===== config.mk =====
export PLATFORM = sky130hd
export DESIGN_NAME = abp_sender
export DESIGN_NICKNAME = d
export VERILOG_FILES = /design/src/rtl/abp_sender.sv
export SDC_FILE = /design/constraint.sdc
export NUM_CORES = 1
export LEC_CHECK = 0
export ABC_AREA = 1
export CELL_PAD_IN_SITES_DETAIL_PLACEMENT = 0
export CELL_PAD_IN_SITES_GLOBAL_PLACEMENT = 2
export CORE_UTILIZATION = 41
export DETAILED_ROUTE_END_ITERATION = 12
export DONT_BUFFER_PORTS = 1
export PLACE_DENSITY_LB_ADDON = 0.1
export SYNTH_ARGS = -nofsm -noshare
export SYNTH_HDL_FRONTEND = slang
export SYNTH_SLANG_ARGS = --single-unit

===== constraint.sdc =====
create_clock -name aclk -period 3.3 [get_ports aclk]
set_clock_uncertainty 0.1 [all_clocks]
set_input_delay 0.66 -clock aclk [delete_from_list [all_inputs] [get_ports aclk]]
set_output_delay 0.66 -clock aclk [all_outputs]
set_load 0.02 [all_outputs]

===== src/rtl/abp_sender.sv =====
// Alternating-bit-protocol transmitter: buffers one AXI Stream packet, frames it
// with a sequence-bit header, and retransmits on ack timeout up to a retry limit.
module abp_sender #(
  parameter int unsigned DATA_WIDTH     = 8,
  parameter int unsigned MAX_LEN        = 64,
  parameter int unsigned TIMEOUT_CYCLES = 1024,
  parameter int unsigned MAX_RETRIES    = 7
) (
  input  logic                  aclk,
  input  logic                  aresetn,
  input  logic                  s_axis_tvalid,
  input  logic [DATA_WIDTH-1:0] s_axis_tdata,
  input  logic                  s_axis_tlast,
  output logic                  s_axis_tready,
  output logic                  m_axis_tvalid,
  output logic [DATA_WIDTH-1:0] m_axis_tdata,
  output logic                  m_axis_tlast,
  input  logic                  m_axis_tready,
  input  logic                  ack_valid,
  input  logic                  ack_seq,
  output logic                  pkt_done,
  output logic                  pkt_dropped,
  output logic                  overflow
);

  localparam int unsigned PTR_W = $clog2(MAX_LEN + 1);
  localparam int unsigned IDX_W = (MAX_LEN > 1) ? $clog2(MAX_LEN) : 1;
  localparam int unsigned TMR_W = (TIMEOUT_CYCLES > 1) ? $clog2(TIMEOUT_CYCLES) : 1;
  localparam int unsigned RTY_W = (MAX_RETRIES > 0) ? $clog2(MAX_RETRIES + 1) : 1;

  localparam logic [PTR_W-1:0] PTR_MAX  = PTR_W'(MAX_LEN);
  localparam logic [TMR_W-1:0] TMR_LAST = TMR_W'(TIMEOUT_CYCLES - 1);
  localparam logic [RTY_W-1:0] RTY_MAX  = RTY_W'(MAX_RETRIES);

  localparam logic [1:0] FILL      = 2'd0;
  localparam logic [1:0] SEND_HDR  = 2'd1;
  localparam logic [1:0] SEND_DATA = 2'd2;
  localparam logic [1:0] WAIT_ACK  = 2'd3;

  logic [1:0]            state_q, state_d;
  logic                  seq_q, seq_d;
  logic [PTR_W-1:0]      wr_ptr_q, wr_ptr_d;
  logic [PTR_W-1:0]      rd_ptr_q, rd_ptr_d;
  logic [PTR_W-1:0]      len_q, len_d;
  logic [TMR_W-1:0]      timer_q, timer_d;
  logic [RTY_W-1:0]      retry_q, retry_d;
  logic                  ack_pend_q, ack_pend_d;
  logic                  pkt_done_q, pkt_done_d;
  logic                  pkt_dropped_q, pkt_dropped_d;
  logic                  overflow_q, overflow_d;
  logic [DATA_WIDTH-1:0] mem_q [MAX_LEN];

  logic ack_match;
  logic last_beat;
  logic wr_room;

  assign ack_match = ack_valid && (ack_seq == seq_q);
  assign last_beat = (rd_ptr_q == len_q - PTR_W'(1));
  assign wr_room   = (wr_ptr_q != PTR_MAX);

  always_comb begin
    s_axis_tready = (state_q == FILL);
    m_axis_tvalid = (state_q == SEND_HDR) || (state_q == SEND_DATA);
    m_axis_tlast  = (state_q == SEND_DATA) && last_beat;
    m_axis_tdata  = '0;
    if (state_q == SEND_HDR) begin
      m_axis_tdata = DATA_WIDTH'(seq_q);
    end else if (state_q == SEND_DATA) begin
      m_axis_tdata = mem_q[rd_ptr_q[IDX_W-1:0]];
    end
  end

  always_comb begin
    state_d       = state_q;
    seq_d         = seq_q;
    wr_ptr_d      = wr_ptr_q;
    rd_ptr_d      = rd_ptr_q;
    len_d         = len_q;
    timer_d       = timer_q;
    retry_d       = retry_q;
    ack_pend_d    = ack_pend_q;
    pkt_done_d    = 1'b0;
    pkt_dropped_d = 1'b0;
    overflow_d    = overflow_q;

    case (state_q)
      FILL: begin
        if (s_axis_tvalid) begin
          if (wr_room) begin
            wr_ptr_d = wr_ptr_q + PTR_W'(1);
          end else begin
            overflow_d = 1'b1;
          end
          if (s_axis_tlast) begin
            len_d      = wr_room ? (wr_ptr_q + PTR_W'(1)) : PTR_MAX;
            retry_d    = '0;
            ack_pend_d = 1'b0;
            state_d    = SEND_HDR;
          end
        end
      end
      SEND_HDR: begin
        if (ack_match) ack_pend_d = 1'b1;
        if (m_axis_tready) begin
          rd_ptr_d = '0;
          state_d  = SEND_DATA;
        end
      end
      SEND_DATA: begin
        if (ack_match) ack_pend_d = 1'b1;
        if (m_axis_tready) begin
          rd_ptr_d = rd_ptr_q + PTR_W'(1);
          if (last_beat) begin
            timer_d = '0;
            state_d = WAIT_ACK;
          end
        end
      end
      default: begin
        if (timer_q != TMR_LAST) timer_d = timer_q + TMR_W'(1);
        // An ack (live or pending) takes priority over a simultaneous timeout.
        if (ack_match || ack_pend_q) begin
          seq_d      = ~seq_q;
          pkt_done_d = 1'b1;
          wr_ptr_d   = '0;
          ack_pend_d = 1'b0;
          state_d    = FILL;
        end else if (timer_q == TMR_LAST) begin
          ack_pend_d = 1'b0;
          if (retry_q < RTY_MAX) begin
            retry_d = retry_q + RTY_W'(1);
            state_d = SEND_HDR;
          end else begin
            pkt_dropped_d = 1'b1;
            wr_ptr_d      = '0;
            state_d       = FILL;
          end
        end
      end
    endcase
  end

  always_ff @(posedge aclk or negedge aresetn) begin
    if (!aresetn) begin
      state_q       <= FILL;
      seq_q         <= 1'b0;
      wr_ptr_q      <= '0;
      rd_ptr_q      <= '0;
      len_q         <= '0;
      timer_q       <= '0;
      retry_q       <= '0;
      ack_pend_q    <= 1'b0;
      pkt_done_q    <= 1'b0;
      pkt_dropped_q <= 1'b0;
      overflow_q    <= 1'b0;
    end else begin
      state_q       <= state_d;
      seq_q         <= seq_d;
      wr_ptr_q      <= wr_ptr_d;
      rd_ptr_q      <= rd_ptr_d;
      len_q         <= len_d;
      timer_q       <= timer_d;
      retry_q       <= retry_d;
      ack_pend_q    <= ack_pend_d;
      pkt_done_q    <= pkt_done_d;
      pkt_dropped_q <= pkt_dropped_d;
      overflow_q    <= overflow_d;
    end
  end

  always_ff @(posedge aclk) begin
    if ((state_q == FILL) && s_axis_tvalid && wr_room) begin
      mem_q[wr_ptr_q[IDX_W-1:0]] <= s_axis_tdata;
    end
  end

  assign pkt_done    = pkt_done_q;
  assign pkt_dropped = pkt_dropped_q;
  assign overflow    = overflow_q;

endmodule

# Word level (Yosys, flattened, before mapping)
# Memory sizes are Yosys's and may differ from the RTL's.
# Index checks and enable logic that the tools add are counted.
dict set report word_totals {
  register_bits 41
  ram_bits 512
  out_inout_bits 14
  wordCells 110
  memories 1
}
dict set report classes {
  add_sub_neg 5
  order_cmp 1
  n_eq_ne 16
  n_mux 45
  n_bitwise 5
  n_reduce_logical 26
}
# name depth word_bits rd rd_clocked_by_memory_dff wr line_no
set mem_list {}
lappend mem_list {mem_q 64 8 1 0 1 51} ;# logic [DATA_WIDTH-1:0] mem_q [MAX_LEN];
# op n
set ops {}
lappend ops {{7-bit 2-to-1 mux} 8}
lappend ops {{10-bit 2-to-1 mux} 3}
lappend ops {{7-bit case mux with 2 select lines} 2}
lappend ops {{10-bit case mux with 2 select lines} 1}
lappend ops {{8-bit 2-to-1 mux} 2}
lappend ops {{3-bit 2-to-1 mux} 5}
lappend ops {{7-bit by 1-bit adder with 7-bit output (second input constant)} 2}
lappend ops {{1-bit 2-to-1 mux} 14}
lappend ops {{2-bit 2-to-1 mux} 7}
lappend ops {{2-bit inequality test (second input constant)} 6}
lappend ops {{6-bit AND reduction} 2}
lappend ops {{10-bit by 1-bit adder with 10-bit output (second input constant)} 1}
lappend ops {{10-bit equality test (second input constant)} 1}
lappend ops {{10-bit inequality test (second input constant)} 1}
lappend ops {{3-bit AND reduction} 3}
lappend ops {{4-bit AND reduction} 2}
lappend ops {{2-bit nonzero test} 4}
lappend ops {{7-bit equality test} 1}
lappend ops {{7-bit inequality test (second input constant)} 1}
lappend ops {{7-bit by 1-bit subtractor with 7-bit output (second input constant)} 1}
lappend ops {{2-bit case mux with 3 select lines} 1}
lappend ops {{3-bit case mux with 2 select lines} 1}
lappend ops {{1-bit inverter} 5}
lappend ops {{5-bit AND reduction} 1}
lappend ops {{17 further kinds} 23}

# Depth between registers and ports, before layout
# Gate-level depths: netlist of the first run.
dict set report depth {
  ltp_word 5
  mapped_depth 17
}

# Least setup slack after synthesis of the first run
# OpenSTA, ideal clock, no wires.
dict set report synth_timing {
  path_type {reg-to-output}
  start {reg rd_ptr_q[0]}
  end {out m_axis_tdata[4]}
  arrival_time_ns 1.783
  required_ns 2.540
  path_slack_ns 0.757
  stages_incl_launch_ff 13
  path_buffers 5
  cell_sequence {dfrtp_1 -> buf_6 -> inv_6 -> buf_8 -> buf_12 -> buf_8 -> buf_6 -> nor2_1 -> o211ai_1 -> nand3_1 -> nand2_1 -> nand3_1 -> a21oi_1}
}
dict set report synth_via {
  elab_chain_cells 3
}
# element line_no
set synth_lines {}
lappend synth_lines {{start: declaration} 43} ;# logic [PTR_W-1:0] rd_ptr_q, rd_ptr_d;
lappend synth_lines {{start signal: assignment} 160} ;# rd_ptr_q <= rd_ptr_d;
lappend synth_lines {{memory 64 x 8 bit} n/a}
lappend synth_lines {{8-bit 2-to-1 mux} 68} ;# end else if (state_q == SEND_DATA) begin
lappend synth_lines {{8-bit 2-to-1 mux} 66} ;# if (state_q == SEND_HDR) begin
lappend synth_lines {{end: declaration} 16} ;# output logic [DATA_WIDTH-1:0] m_axis_tdata,
# Every way passes these cells.

# Worst setup path in the final report of the first run
dict set report layout_timing {
  start {reg rd_ptr_q[0]}
  end {out m_axis_tdata[5]}
}
# Same word-level chain as after synthesis.

==> impl_metrics.py, run 1 <==
metrics = {
    "run_status": {
        "outcome": "finished with violations",
        "violations": "negative setup slack",
    },
    "logic_synthesis": {
        "yosys.area_share.adder_pct": 0.528,
        "yosysTopAreaCellShare_pct": 64.9,
        "synth_top_family_by_area": "simple AND/OR/NAND/NOR gates",
        "synthSimpleGateAreaFrac_pct": 18.9,
        "ys_seq_area_share_pct": 69.3,
        "synthFlopType": "edfxtp_1",
        "yosysWarnings": 0,
        "synth_area_leaders": "edfxtp_1 (65%), nand2_1 (8.2%), nor2_1 (6.9%)",
        "avgSynthCellArea_um2": 10.8,
        "synthArstFlopShare_pct": 7.41,
        "synth-edff-count": 512,
        "yosysUniqueCellTypes": 44,
        "synth.area.mux_share_pct": 0.0423,
        "synth-seq-cells": 553,
        "synth_area_um2": 23700,
        "synth-xor-area-share_pct": 0.518,
        "yosysTopAreaCell": "edfxtp_1",
        "synth-compound-area-share_pct": 6.44,
        "synthesis.nets": 2226,
        "syn_inst": 2201,
    },
    "sta": {
        "min_period_ns": 3.53,
        "setup_viol": 8,
        "fmax_mhz": 284,
        "fin_ws_ns": -0.226,
        "grt_setup_unrepaired": "true",
        "tns_ns": -1.46,
        "drv_slew": 0,
        "slew_headroom_pct": 39.6,
        "final_hold_viol_count": 0,
        "worst_slew_pin_slew_ns": 0.903,
        "min_period_over_period_pct": 107,
    },
    "setup_path": {
        "critPathKind": "reg -> out",
        "startpoint_type": "register",
        "critPathTopFamily": "buffers and inverters",
        "critPathMaxStageDelay_ns": 0.49,
        "cp_slowest_cell": "dfrtp_4",
        "required_ns": 2.54,
        "path_cells": "buf_12, clkinv_16, buf_16, buf_12, nor2_2, o211ai_1, nand3_1, nand2_1, nand3_2, a21oi_4, buf_6",
        "crit_arrival_ns": 2.77,
        "cp-end-kind": "output port",
        "cpMostUsedCell": "buf_12",
        "path_buf_inv": 5,
        "crit_fanout": 8,
    },
    "final_layout": {
        "num-fill-cells": 5136,
        "multi_input_area_um2": 6580,
        "final_core_util_pct": 49.9,
        "layout.nets": 2318,
        "final_layout_size_suffix_gt1_share_pct": 13.9,
        "area_delta_synth_final_pct": 19.6,
        "ff_latch_area_um2": 16400,
    },
    "placement": {
        "place_worst_setup_slack_ns": 0.119,
        "dp_hpwl_mm": 39.9,
        "io_buffer_count": 0,
        "gp_congestion": 0.820,
    },
    "pwr": {
        "power_frac_seq_pct": 36.5,
        "p_switching_mw": 7.21,
        "p_int_mw": 14.8,
        "clkPwrFrac_pct": 32.6,
        "ir_drop_mv": 0.516,
        "total_leakage_power_nw": 10.6,
        "switching_share_pct": 32.8,
        "cellPowerDensity_nw_per_um2": 777,
        "combPwrFrac_pct": 30.9,
    },
    "drt": {
        "routedWlPerCell_um": 22.5,
        "ant_nets": 0,
        "dr.pass1.iters": 7,
        "via_per_inst": 5.24,
        "drc_errors": 0,
        "finalWirelength_mm": 69.8,
        "drtIter0Drc": 1307,
        "vias": 16300,
    },
    "worst_hold_path": {
        "min_path_type": "in -> reg",
    },
    "die": {
        "ios": 29,
        "initial_utilization_pct": 41.8,
        "core_area_um2": 56700,
        "die-area_um2": 58700,
        "die_h_um": 242,
        "dieWidth_um": 242,
        "core.rowCount": 87,
    },
    "job": {
        "cap_violations": 0,
    },
    "grt": {
        "grt_pass1_wl_mm": 102,
        "grt_pass1_vias": 15600,
        "grt_busiest_layer": "met2",
        "grt_util_met2_pct": 38.2,
        "grt_max_degree": 65,
        "grt_usage_pct": 23.4,
        "grt.overflow.total": 0,
        "antenna_found_initial": 0,
        "met1_usage_pct": 32.9,
        "gr-usage-met3_pct": 3.14,
    },
    "clocking": {
        "cts_tree": "built",
        "clk_latency_ns": 0.64,
        "clockBufferDepth": 3,
        "cts_made_buffers": 60,
        "htreeDepth": 2,
        "clock-root-buffer": "clkbuf_16",
        "path_clk_slew_ns": 0.06,
        "cts_sinks": 553,
    },
}
==> layout make-up <==
class / count / share of cell area, %
Multi-Input combinational cell: 1428 / 23.2
Clock buffer: 69 / 5.53
Inverter: 110 / 1.58
Timing Repair Buffer: 138 / 6.34
Tap cell: 756 / 3.34
Sequential cell: 553 / 57.9
Clock inverter: 45 / 1.97
Antenna cell: 1 / 0.00884
Timing Repair inverter: 2 / 0.0707
==> per-stage QoR <==
stage	total power, mW	instance area, um2	hold slack [ns]	std cells
after CTS	21.7	27700	0.000201	3077
after floorplan	11.8	23700	0.264	2201
final	22.0	28300	0.0355	3102
after detailed placement	13.6	24800	0.267	2929
after global placement	13.6	24800	0.268	2929
after global routing	23.0	28300	0.00916	3101
==> Yosys cell counts (3+ instances only) <==
cell and number:
nor3b_1 3, nand4_1 15, nor2_1 434, buf_2 40, xor2_1 10, buf_4 10, o21ai_0 201, xnor2_1 4
nor3_1 8, o211ai_2 6, buf_6 8, dfrtp_1 41, clkinv_1 3, inv_2 3, nand3_1 136, nand2_1 515
buf_1 14, o211ai_1 17, edfxtp_1 512, a21oi_1 36, ha_1 10, clkbuf_1 34, inv_1 103, o21ai_1 13
==> final timing paths <==
path | slack [ns] | start | depth (start not counted) | end
hold reg to reg | 0.41 | retry_q[0] | 1 | retry_q[0]
max in group asynchronous | 2.44 | aresetn | 2 | rd_ptr_q[0]
hold / removal | 0.04 | s_axis_tdata[2] | 0 | mem_q[7][2]
min in group asynchronous | 0.43 | aresetn | 2 | rd_ptr_q[5]
setup / recovery | -0.23 | rd_ptr_q[0] | 11 | m_axis_tdata[5]
setup reg to reg | 0.33 | wr_ptr_q[3] | 8 | mem_q[63][3]
==> kinds of logic after synthesis <==
| group | count (synthesis) |
|---|---|
| AO/OA/AOI/OAI | 282 |
| XOR/XNOR | 14 |
| adder cells (fa/ha/maj) | 10 |
| buffers and inverters | 220 |
| flip-flops | 553 |
| multiplexers | 1 |
| AND/OR/NAND/NOR | 1121 |
==> metal layers <==
layer / routed length (um) / vias up
met5: 0 / -
met1: 31300 / 7971
met2: 32900 / 477
met3: 3840 / 93
met4: 1720 / 0
li1: - / 7718
==> power groups by stage <==
| stage | combinational [mW] | sequential [mW] | clock (mW) |
|---|---|---|---|
| global route | 7.42 | 8.04 | 7.56 |
| CTS | 6.34 | 8.02 | 7.30 |
| floorplan | 3.70 | 8.08 | 0 |
| finish | 6.80 | 8.02 | 7.17 |
| global placement | 5.39 | 8.17 | 0 |
| detailed placement | 5.39 | 8.18 | 0 |
==> timing repair <==
action,4_1_cts,5_1_grt
endpoints found under the setup margin,9,9
hold buffers,6,3
endpoints found under the hold margin,69,8
pin swaps,18,29
resized for setup,64,96
setup buffers,16,13
gates cloned,12,9
==> registers in the layout, summed over array words and instances, names as in the netlist, 2 cells and up <==
| name | cells |
|---|---|
| timer_q | 10 |
| state_q | 2 |
| mem_q | 512 |
| len_q | 7 |
| rd_ptr_q | 7 |
| wr_ptr_q | 7 |
| retry_q | 3 |
==> cells in the final DEF (no fill, tap or decap), drive strengths merged, types with 36 or more instances in the layout <==
cell type  Yosys  layout
nand2        517     517
edfxtp       512     512
nor2         435     435
o21ai        215     215
nand3        137     137
buf           75     120
inv          107     107
clkbuf        35      76
dfrtp         41      41
a21oi         36      36
(Power assumes the default switching activity.)
==> inputs of run 2 (changes only) <==
- ABC_CLOCK_PERIOD_IN_PS: unset -> 3300
==> results of run 2 <==
Final layout, timing and power as in run 1 (identical DEF).
==> inputs of run 3 (changes only) <==
- CORE_ASPECT_RATIO: unset -> 0.75
- CTS_CLUSTER_SIZE: unset -> 25
==> run 3 against run 2 <==
Compared with the run above: the run still ends with negative setup slack left; sequential share of layout area about the same; flip-flop and latch count unchanged; register-to-register slack got worse by 0.15 ns; non-clock buffer count decreased by 16; die area about the same; critical endpoint is now m_axis_tdata[6].
==> impl_metrics.py, run 3 (synthesis gave the netlist of run 1 again) <==
metrics = {
    "die": {
        "die_h_um": 210,
        "die-area_um2": 58700,
        "initial_utilization_pct": 41.9,
        "ios": 29,
        "dieWidth_um": 279,
        "core_area_um2": 56500,
        "core.rowCount": 75,
    },
    "setup_path": {
        "rr_worst_depth": 8,
        "r2r_start": "wr_ptr_q[3]",
        "crit_arrival_ns": 2.74,
        "startpoint_type": "register",
        "required_ns": 2.54,
        "r2r_end": "mem_q[14][7]",
        "critPathKind": "reg -> out",
        "cp-end-kind": "output port",
        "crit_fanout": 35,
        "r2r_setup_slack_ns": 0.18,
    },
    "clocking": {
        "cts_made_buffers": 57,
        "clock-root-buffer": "clkbuf_16",
        "htreeDepth": 2,
        "clk_latency_ns": 0.63,
        "path_clk_slew_ns": 0.06,
        "cts_sinks": 553,
        "cts_tree": "built",
        "clockBufferDepth": 3,
    },
    "final_layout": {
        "layout.nets": 2299,
        "antenna-diode-count": 0,
        "final_common_cell": "edfxtp_1",
        "largest_reg_flops": 512,
        "num-fill-cells": 5041,
        "final_layout_size_suffix_gt1_share_pct": 15.3,
        "area_delta_synth_final_pct": 19.6,
        "layout_common_cells": "edfxtp_1 (512), nand2_1 (460), nor2_1 (415)",
        "final_core_util_pct": 50.1,
    },
    "grt": {
        "grt_busiest_layer": "met1",
        "gr-usage-met3_pct": 4.03,
        "grt_usage_pct": 24.9,
        "grt_pass1_vias": 15700,
        "antenna_found_initial": 1,
        "grt_util_met2_pct": 36.4,
        "grt_max_degree": 65,
        "grt_pass1_wl_mm": 107,
        "grt.overflow.total": 0,
        "met1_usage_pct": 38.7,
    },
    "pwr": {
        "power_mw": 21.7,
        "total_leakage_power_nw": 10.5,
        "cellPowerDensity_nw_per_um2": 766,
        "ir_drop_mv": 0.527,
    },
    "drt": {
        "ant_nets": 0,
        "drtIter0Drc": 1567,
        "dr.pass1.iters": 5,
        "vias": 16400,
        "via_per_inst": 5.30,
        "finalWirelength_mm": 73.0,
        "routedWlPerCell_um": 23.6,
        "drc_errors": 0,
    },
    "placement": {
        "place_worst_setup_slack_ns": 0.200,
        "io_buffer_count": 0,
        "gp_congestion": 0.795,
        "dp_hpwl_mm": 40.6,
    },
    "worst_hold_path": {
        "worstHoldPathCells": 0,
        "holdPathEnd": "mem_q[30][5]",
        "min_path_type": "in -> reg",
        "holdCritStartpoint": "s_axis_tdata[5]",
    },
    "sta": {
        "setup_viol": 8,
        "worst_slew_pin_slew_ns": 1.00,
        "slew_headroom_pct": 32.8,
        "tns_ns": -1.20,
        "fin_ws_ns": -0.201,
        "min_period_ns": 3.50,
        "min_period_over_period_pct": 106,
        "final_hold_viol_count": 0,
        "fmax_mhz": 286,
        "grt_setup_unrepaired": "true",
        "drv_slew": 0,
    },
    "run_status": {
        "violations": "negative setup slack",
        "outcome": "finished with violations",
    },
    "job": {
        "cap_violations": 0,
    },
}
-- run 3: final cells by class --
class | count | area, um2 | share of cell area [%]
clock inverters | 23 | 186 | 0.659
clock buffers | 81 | 1570 | 5.53
repair inverters | 2 | 60.1 | 0.212
well taps | 770 | 963 | 3.40
multi-input cells | 1428 | 6780 | 23.9
flip-flops and latches | 553 | 16400 | 58.0
repair buffers | 122 | 1900 | 6.70
inverters | 110 | 450 | 1.59
-- run 3: worst max-delay path: stages, from the launching register on --
cell	delay, ns
dfrtp_4	0.51
buf_12	0.19
clkinv_16	0.09
buf_16	0.18
nor2_1	0.06
o211ai_1	0.34
nand3_1	0.16
nand2_1	0.11
nand3_2	0.06
a21oi_2	0.21
buf_6	0.15
-- run 3: how the worst max path moves through the flow --
stage	startpoint	end	slack [ns]
after CTS	rd_ptr_q[0]	m_axis_tdata[6]	-0.22
after global routing	rd_ptr_q[0]	m_axis_tdata[1]	-0.28
final	rd_ptr_q[0]	m_axis_tdata[6]	-0.20
after floorplan	rd_ptr_q[0]	m_axis_tdata[4]	0.76
after detailed placement	rd_ptr_q[0]	m_axis_tdata[7]	0.20
after global placement	rd_ptr_q[0]	m_axis_tdata[2]	0.19
-- run 3: where the power goes --
part	switching [mW]	internal [mW]
sequential	0.155	7.85
combinational	4.60	2.88
clock	2.75	3.45
-- run 3: per-stage QoR --
step	hold slack, ns	cell area, um2	std cells
6_report	0.0385	28300	3089
5_1_grt	0.00612	28300	3089
4_1_cts	0.00606	27800	3081
3_5_place_dp	0.265	24800	2935
3_3_place_gp	0.265	24800	2935
2_1_floorplan	0.264	23700	2201
-- run 3: what timing repair did --
item                                   4_1_cts  5_1_grt
pin swaps                                   37       74
hold buffers                                 2        0
gates cloned                                21        5
setup buffers                               19        6
gates resized for setup                    135      151
setup endpoints to repair                    9        9
endpoints found under the hold margin       41        0
-- run 3: layer usage --
layer	routed length [um]	vias up	share of wire, %
met1	35500	8130	49
li1	-	7660	-
met4	1280	0	1.8
met3	4680	85	6.4
met2	31500	510	43
met5	0	-	0
